File: config.mk
export PLATFORM = sky130hd
export DESIGN_NAME = mem_arbiter
export DESIGN_NICKNAME = d
export VERILOG_FILES = /design/src/rtl/mem_pkg.sv /design/src/rtl/mem_arb_pick.sv /design/src/rtl/mem_arbiter.sv
export SDC_FILE = /design/constraint.sdc
export NUM_CORES = 1
export LEC_CHECK = 0
export CELL_PAD_IN_SITES_DETAIL_PLACEMENT = 1
export CELL_PAD_IN_SITES_GLOBAL_PLACEMENT = 1
export CORE_AREA = 2 2 122 124
export CTS_BUF_LIST = sky130_fd_sc_hd__clkbuf_4
export DETAILED_ROUTE_END_ITERATION = 7
export DIE_AREA = 0 0 124 126
export PLACE_DENSITY = 0.92
export SLEW_MARGIN = 20
export SYNTH_ARGS = -nofsm -noshare
export SYNTH_HDL_FRONTEND = slang
export SYNTH_HIERARCHICAL = 1
export SYNTH_SLANG_ARGS = --single-unit
export TNS_END_PERCENT = 1
File: constraint.sdc
create_clock -name clk -period 2.7 [get_ports clk]
set_input_delay 0.54 -clock clk [delete_from_list [all_inputs] [get_ports clk]]
set_output_delay 0.54 -clock clk [all_outputs]
set_load 0.05 [all_outputs]
File: src/rtl/mem_pkg.sv
// mem_pkg: widths and shared types for the instruction/data memory arbiter.
package mem_pkg;

    localparam int ADDR_WIDTH = 32;
    localparam int DATA_WIDTH = 32;
    localparam int STRB_WIDTH = DATA_WIDTH / 8;

    // One memory transaction as seen by the single memory port.
    typedef struct packed {
        logic [ADDR_WIDTH-1:0] addr;
        logic                  write;
        logic [DATA_WIDTH-1:0] wdata;
        logic [STRB_WIDTH-1:0] wstrb;
    } mem_req_t;

    // Arbiter FSM: idle, or busy serving the fetch (I) or data (D) port.
    typedef enum logic [1:0] {
        IDLE   = 2'd0,
        BUSY_I = 2'd1,
        BUSY_D = 2'd2
    } arb_state_t;

endpackage

File: src/rtl/mem_arb_pick.sv
// mem_arb_pick: combinational winner select between the fetch and data
// requests. Build option MEM_ARBITER_ROUND_ROBIN_EN selects round robin on a
// tie (the port not served last wins); without it the data port always wins.
module mem_arb_pick
    import mem_pkg::*;
(
    input  logic i_req,
    input  logic d_req,
    input  logic last_grant_d,
    output logic gnt_i,
    output logic gnt_d
);

`ifdef MEM_ARBITER_ROUND_ROBIN_EN
    // On a tie, alternate away from whichever port won the previous grant.
    always_comb begin
        gnt_i = 1'b0;
        gnt_d = 1'b0;
        if (i_req && d_req) begin
            gnt_d = ~last_grant_d;
            gnt_i = last_grant_d;
        end else begin
            gnt_i = i_req;
            gnt_d = d_req;
        end
    end
`else
    // Fixed priority has no history; the last-grant input is not needed.
    logic unused_last_grant_s;
    assign unused_last_grant_s = last_grant_d;

    // Fixed priority: data wins any tie, fetch only when data is quiet.
    always_comb begin
        gnt_d = d_req;
        gnt_i = i_req & ~d_req;
    end
`endif

endmodule

File: src/rtl/mem_arbiter.sv
// mem_arbiter: shares one single-ported memory between the instruction-fetch
// and data ports. A grant is only decided from IDLE, the winning request is
// latched for the whole transaction, and the completion is routed back to the
// granted port only. Build option MEM_ARBITER_ROUND_ROBIN_EN enables round
// robin arbitration; the default build uses fixed data-first priority.
module mem_arbiter
    import mem_pkg::*;
#(
    parameter int ADDR_WIDTH = mem_pkg::ADDR_WIDTH,
    parameter int DATA_WIDTH = mem_pkg::DATA_WIDTH
) (
    input  logic                    clk,
    input  logic                    rst,
    // instruction-fetch port
    input  logic [ADDR_WIDTH-1:0]   i_addr,
    input  logic                    i_activate,
    output logic [DATA_WIDTH-1:0]   i_data,
    output logic                    i_done,
    // data (load/store) port
    input  logic [ADDR_WIDTH-1:0]   d_addr,
    input  logic                    d_activate,
    input  logic                    d_write,
    input  logic [DATA_WIDTH-1:0]   d_wdata,
    input  logic [DATA_WIDTH/8-1:0] d_wstrb,
    output logic [DATA_WIDTH-1:0]   d_data,
    output logic                    d_done,
    // shared memory port
    output logic [ADDR_WIDTH-1:0]   mem_addr,
    output logic                    mem_activate,
    output logic                    mem_write,
    output logic [DATA_WIDTH-1:0]   mem_wdata,
    output logic [DATA_WIDTH/8-1:0] mem_wstrb,
    input  logic [DATA_WIDTH-1:0]   mem_rdata,
    input  logic                    mem_done
);

    localparam int SW = DATA_WIDTH / 8;

    arb_state_t              state_r;
    logic                    mem_activate_r;
    logic                    mem_write_r;
    logic [ADDR_WIDTH-1:0]   mem_addr_r;
    logic [DATA_WIDTH-1:0]   mem_wdata_r;
    logic [SW-1:0]           mem_wstrb_r;
    logic                    abort_i_r;
    logic                    abort_d_r;
    logic                    gnt_i_s;
    logic                    gnt_d_s;
    logic                    last_grant_s;

    mem_arb_pick u_pick (
        .i_req        (i_activate),
        .d_req        (d_activate),
        .last_grant_d (last_grant_s),
        .gnt_i        (gnt_i_s),
        .gnt_d        (gnt_d_s)
    );

`ifdef MEM_ARBITER_ROUND_ROBIN_EN
    logic last_grant_d_r;

    // Remember which port won the latest grant; reset value 0 lets data win first.
    always_ff @(posedge clk or negedge rst) begin
        if (!rst) begin
            last_grant_d_r <= 1'b0;
        end else if ((state_r == IDLE) && (gnt_i_s || gnt_d_s)) begin
            last_grant_d_r <= gnt_d_s;
        end else begin
            last_grant_d_r <= last_grant_d_r;
        end
    end

    assign last_grant_s = last_grant_d_r;
`else
    assign last_grant_s = 1'b0;
`endif

    // Arbiter FSM: grant from IDLE, hold latched request until mem_done, track aborts.
    always_ff @(posedge clk or negedge rst) begin
        if (!rst) begin
            state_r        <= IDLE;
            mem_activate_r <= 1'b0;
            mem_write_r    <= 1'b0;
            mem_addr_r     <= {ADDR_WIDTH{1'b0}};
            mem_wdata_r    <= {DATA_WIDTH{1'b0}};
            mem_wstrb_r    <= {SW{1'b0}};
            abort_i_r      <= 1'b0;
            abort_d_r      <= 1'b0;
        end else begin
            case (state_r)
                IDLE: begin
                    if (gnt_d_s) begin
                        state_r        <= BUSY_D;
                        mem_activate_r <= 1'b1;
                        mem_addr_r     <= d_addr;
                        mem_write_r    <= d_write;
                        mem_wdata_r    <= d_wdata;
                        mem_wstrb_r    <= d_wstrb;
                    end else if (gnt_i_s) begin
                        // Fetches never write, whatever the store fields hold.
                        state_r        <= BUSY_I;
                        mem_activate_r <= 1'b1;
                        mem_addr_r     <= i_addr;
                        mem_write_r    <= 1'b0;
                        mem_wdata_r    <= {DATA_WIDTH{1'b0}};
                        mem_wstrb_r    <= {SW{1'b0}};
                    end else begin
                        state_r        <= IDLE;
                        mem_activate_r <= 1'b0;
                    end
                end
                BUSY_I: begin
                    if (mem_done) begin
                        state_r        <= IDLE;
                        mem_activate_r <= 1'b0;
                        abort_i_r      <= 1'b0;
                    end else if (!i_activate) begin
                        abort_i_r      <= 1'b1;
                    end else begin
                        abort_i_r      <= abort_i_r;
                    end
                end
                BUSY_D: begin
                    if (mem_done) begin
                        state_r        <= IDLE;
                        mem_activate_r <= 1'b0;
                        abort_d_r      <= 1'b0;
                    end else if (!d_activate) begin
                        abort_d_r      <= 1'b1;
                    end else begin
                        abort_d_r      <= abort_d_r;
                    end
                end
                default: begin
                    state_r        <= IDLE;
                    mem_activate_r <= 1'b0;
                    abort_i_r      <= 1'b0;
                    abort_d_r      <= 1'b0;
                end
            endcase
        end
    end

    assign mem_activate = mem_activate_r;
    assign mem_write    = mem_write_r;
    assign mem_addr     = mem_addr_r;
    assign mem_wdata    = mem_wdata_r;
    assign mem_wstrb    = mem_wstrb_r;

    // Completion is passed through in the mem_done cycle, only to the granted,
    // still-requesting, non-aborted port.
    assign i_done = mem_done & (state_r == BUSY_I) & i_activate & ~abort_i_r;
    assign d_done = mem_done & (state_r == BUSY_D) & d_activate & ~abort_d_r;
    assign i_data = mem_rdata;
    assign d_data = mem_rdata;

endmodule

# Yosys cells after proc, flatten, opt, wreduce, memory -nomap -nowiden
# Index checks and enable logic that the tools add are counted.
# W data, S select, Z words.
# word_totals
ff_bits,74
latch_bits,0
ram_bits,0
mem_bits_ro,0
inputBits,138
elab_cells,55
mem_count,0
# op_classes
addsub,0
mul,0
div_mod_pow,0
order_cmp,0
eq_ne,5
shift,0
muxes,22
n_bitwise,12
reduce_logical,8
# op_table
cell,n
$mux W32,4
$mux W1,10
$mux W4,2
$and A1 B1 Y1,7
$ne A3 B3 Y1 const B,2
$pmux W1 S2,3
$reduce_and A2 Y1,3
$reduce_or A2 Y1,3
$not A1 Y1,5
$mux W2,2
$pmux W2 S2,1
$eq A2 B1 Y1 const B,1
$eq A2 B2 Y1 const B,1
$logic_not A2 Y1,1
$ne A2 B1 Y1 const B,1
$reduce_bool A2 Y1,1

# Depth between registers and ports, before layout
# logic_depth
word_depth,5
mapped_depth,7

# By module
# The synthesis kept the hierarchy.
# by_module_without_submodules
module,instances,cells_each,area_per_inst_um2,seq_area_each_um2
mem_arbiter,1,330,3608.5,1851.8
mem_arb_pick,1,2,21.3,0.0

# Worst setup path after synthesis
# No wires, ideal clock.
# synth_path
path_kind,flip-flop to output port
from,register state_r[1]
to,output port i_done
arrival_ns,1.165
path_slack_ns,0.995
stages_incl_launch_ff,4
path_buffers,0
path_cell_list,dfrtp_1 > inv_1 > ha_1 > and4b_1
# synth_via
elab_chain_len,4
# synth_rtl
element,line_no,text
start: declaration,mem_arbiter.sv:39,arb_state_t state_r;
start signal: assignment,mem_arbiter.sv:81,state_r <= IDLE;
start signal: assignment,mem_arbiter.sv:93,state_r <= BUSY_D;
start signal: assignment,mem_arbiter.sv:101,state_r <= BUSY_I;
$eq A2 B1 Y1,mem_arbiter.sv:152,assign i_done = mem_done & (state_r == BUSY_I) & i_activate & ~abort_i_r;
$and A1 B1 Y1 (3 in series),mem_arbiter.sv:152,
end: declaration,mem_arbiter.sv:18,"output logic i_done,"
# No other way between the ends.

# Worst setup path after layout
# layout_path
from,register state_r[0]
to,"register mem_addr_r[12], in the netlist mem_addr[12]"
# layout_via
elab_chain_len,2
# layout_rtl
element,line_no,text
$logic_not A2 Y1,mem_arbiter.sv:90,case (state_r)
$reduce_and A2 Y1 (no source line),n/a,
end signal: assignment,mem_arbiter.sv:84,mem_addr_r <= {ADDR_WIDTH{1'b0}};
end signal: assignment,mem_arbiter.sv:95,mem_addr_r <= d_addr;
end signal: assignment,mem_arbiter.sv:103,mem_addr_r <= i_addr;
end: declaration,mem_arbiter.sv:42,logic [ADDR_WIDTH-1:0] mem_addr_r;
# No other way between the ends.
# A chain may end at the register's enable or synchronous reset.

==> metrics <==
Gate Count Post-Synth about 330; Max Clock Freq between 400 and 500 MHz; vias after detailed routing ~3.1k; Core ar. about 0.014 mm2; DRC viols 0; H-tree depth 3; critical path's largest stage delay around 430 ps; ratio of cells with drive above 1 in the final layout 0.0697; mapped cell area 0.00363 mm2; Max Cap Viol 0; Worst slew margin 0.529; Yosys warnings 6; routed wire length 12.7 mm; period utilization 0.839; final hold violations 0; met1 GRT Util 0.180; worst slew pin tran 706 ps; leak pwr around 2.1 nW; Final Net Count 583; hpwl dp around 9.6 mm; initial antenna violation count 1; first-pass GRT wire length approximately 19 mm; GR Util met2 0.280; routed len/inst roughly 20 um; cts repair resizes 0; cell area power density 1270 mW/mm2; Worst Hold Class input pin to asynchronous set/reset pin; Initial Util 0.253; Num CTS Buffers 9; Detailed Route Iter0 Violations 94; vias in the first global route between 3k and 4k; reg-to-reg slack, setup about 440 ps; die width between 100 and 150 um; TritonCTS clock tree done; fin. max-slew vios 0; Die H around 130 um; Worst Path Class, Setup flip-flop to flip-flop; crit path DAT about 2600 ps; Register-to-Register Path Depth 7; Post-Route Setup TNS 0 ps; syn_nets ~470; worst vdd ir roughly 0.62 mV; Root Driver clkbuf_4; CP startpoint kind flip-flop; GRT Overall Usage 0.158; busiest grt layer met2; dpl ws between 300 and 400 ps; Num Clock Sinks 74; cell mode on critical path buf_4; maximum clock path buffer count 2; gpl congestion 0.764; GRT met3 Usage 0.0516; synthesized area per cell between 10 and 15 um2; worst reg2reg endpoint mem_addr[12]; post-route cell area ~0.0053 mm2; IO Count 274; Placement Cell Area 0.00511 mm2; Worst R2R Start state_r[0]; Layout Utilization 0.367; CTS Hold Bufs 0; Setup WS post-layout about 440 ps; status complete, no violations; final worst path period need around 2300 ps; CP max-delay cell dfrtp_1; largest net degree at the start of global routing 39; via/cell ratio about 4.9; die area around 0.016 mm2; CTS clk-pin slew, worst paths roughly 130 ps; drt pass-1 iters 4; hold_ws 57.4 ps; Skew-Pair Late Insertion Delay between 400 and 500 ps; data required time of the critical path 3010 ps; I/O Buffers roughly 180; RSZ-0062 raised after global routing no; antenna viol nets, final 0; area grow syn2layout 44.9%; Final setup violation count 0; postcts setup bufs 0; Clock Skew 16.3 ps; critical path fanouts, max 27; # rows 44; worst path cell trace inv_1, ha_2, buf_4, nand2_1, buf_4, o22ai_1, nor2_1; GR Overflow Total 0; critical path endpoint category flip-flop
[power breakdown]
part           leakage, nW  switching [mW]  internal, mW
clock               0.0706           0.423         0.287
combinational         1.14            2.57          1.38
sequential           0.888           0.398          1.60
[placed cells by master (no fill, tap or decap), drive strengths merged, types with 2 or more instances in the layout]
cell type / count
clkbuf: 9
clkdlybuf4s50: 174
a22o: 37
nor3: 2
clkinv: 2
nand2b: 4
and4b: 2
o32a: 2
inv: 6
ha: 5
buf: 13
nor2b: 4
dfrtp: 74
nor2: 32
nand2: 7
o21ai: 2
o32ai: 29
clkinvlp: 2
o22ai: 34
[cell type report]
type / count / area (um2)
multi-input combinational: 164 / 1150
tap: 184 / 230
clock inverter: 7 / 75.1
fill: 1582 / 9060
inverter: 4 / 15.0
sequential: 74 / 1850
clock buffer: 9 / 67.6
antenna: 1 / 2.50
timing repair buffer: 187 / 1860
[through the flow]
step                cells  power, mW
finish                630       6.66
detailed placement    613       5.99
CTS                   629       6.75
global placement      613       5.89
floorplan             331       4.73
global route          630       7.02
[registers in the layout, indices dropped and copies added, names as in the netlist]
register / flops
abort_d_r: 1
abort_i_r: 1
mem_activate: 1
mem_addr: 32
mem_wdata: 32
mem_write: 1
mem_wstrb: 4
state_r: 2
[critical path, delay by kind of cell (launching register included)]
family          cells  cell delay (ps)
compound gates      1              200
flops               1              430
simple gates        2              270
fa+ha+maj           1              430
buf+inv             3              810
[metal layers]
| layer | wire length (um) | share of wire | up-vias |
|---|---|---|---|
| met5 | 0 | 0 | - |
| met4 | 162 | 0.013 | 0 |
| met3 | 1180 | 0.093 | 13 |
| met2 | 6440 | 0.51 | 189 |
| met1 | 4920 | 0.39 | 1504 |
| li1 | - | - | 1373 |
[worst max path at each step]
| stage | startpoint | depth (start not counted) | end | slack, ps |
|---|---|---|---|---|
| after floorplan | state_r[1] | 3 | i_done | 990 |
| after global placement | d_activate | 3 | mem_write | 380 |
| after detailed placement | d_activate | 7 | mem_addr[29] | 300 |
| after CTS | state_r[0] | 7 | mem_addr[29] | 410 |
| after global routing | state_r[0] | 7 | mem_addr[29] | 230 |
| final | state_r[0] | 7 | mem_addr[12] | 440 |
No activity file was read; power rests on OpenSTA's default activity.
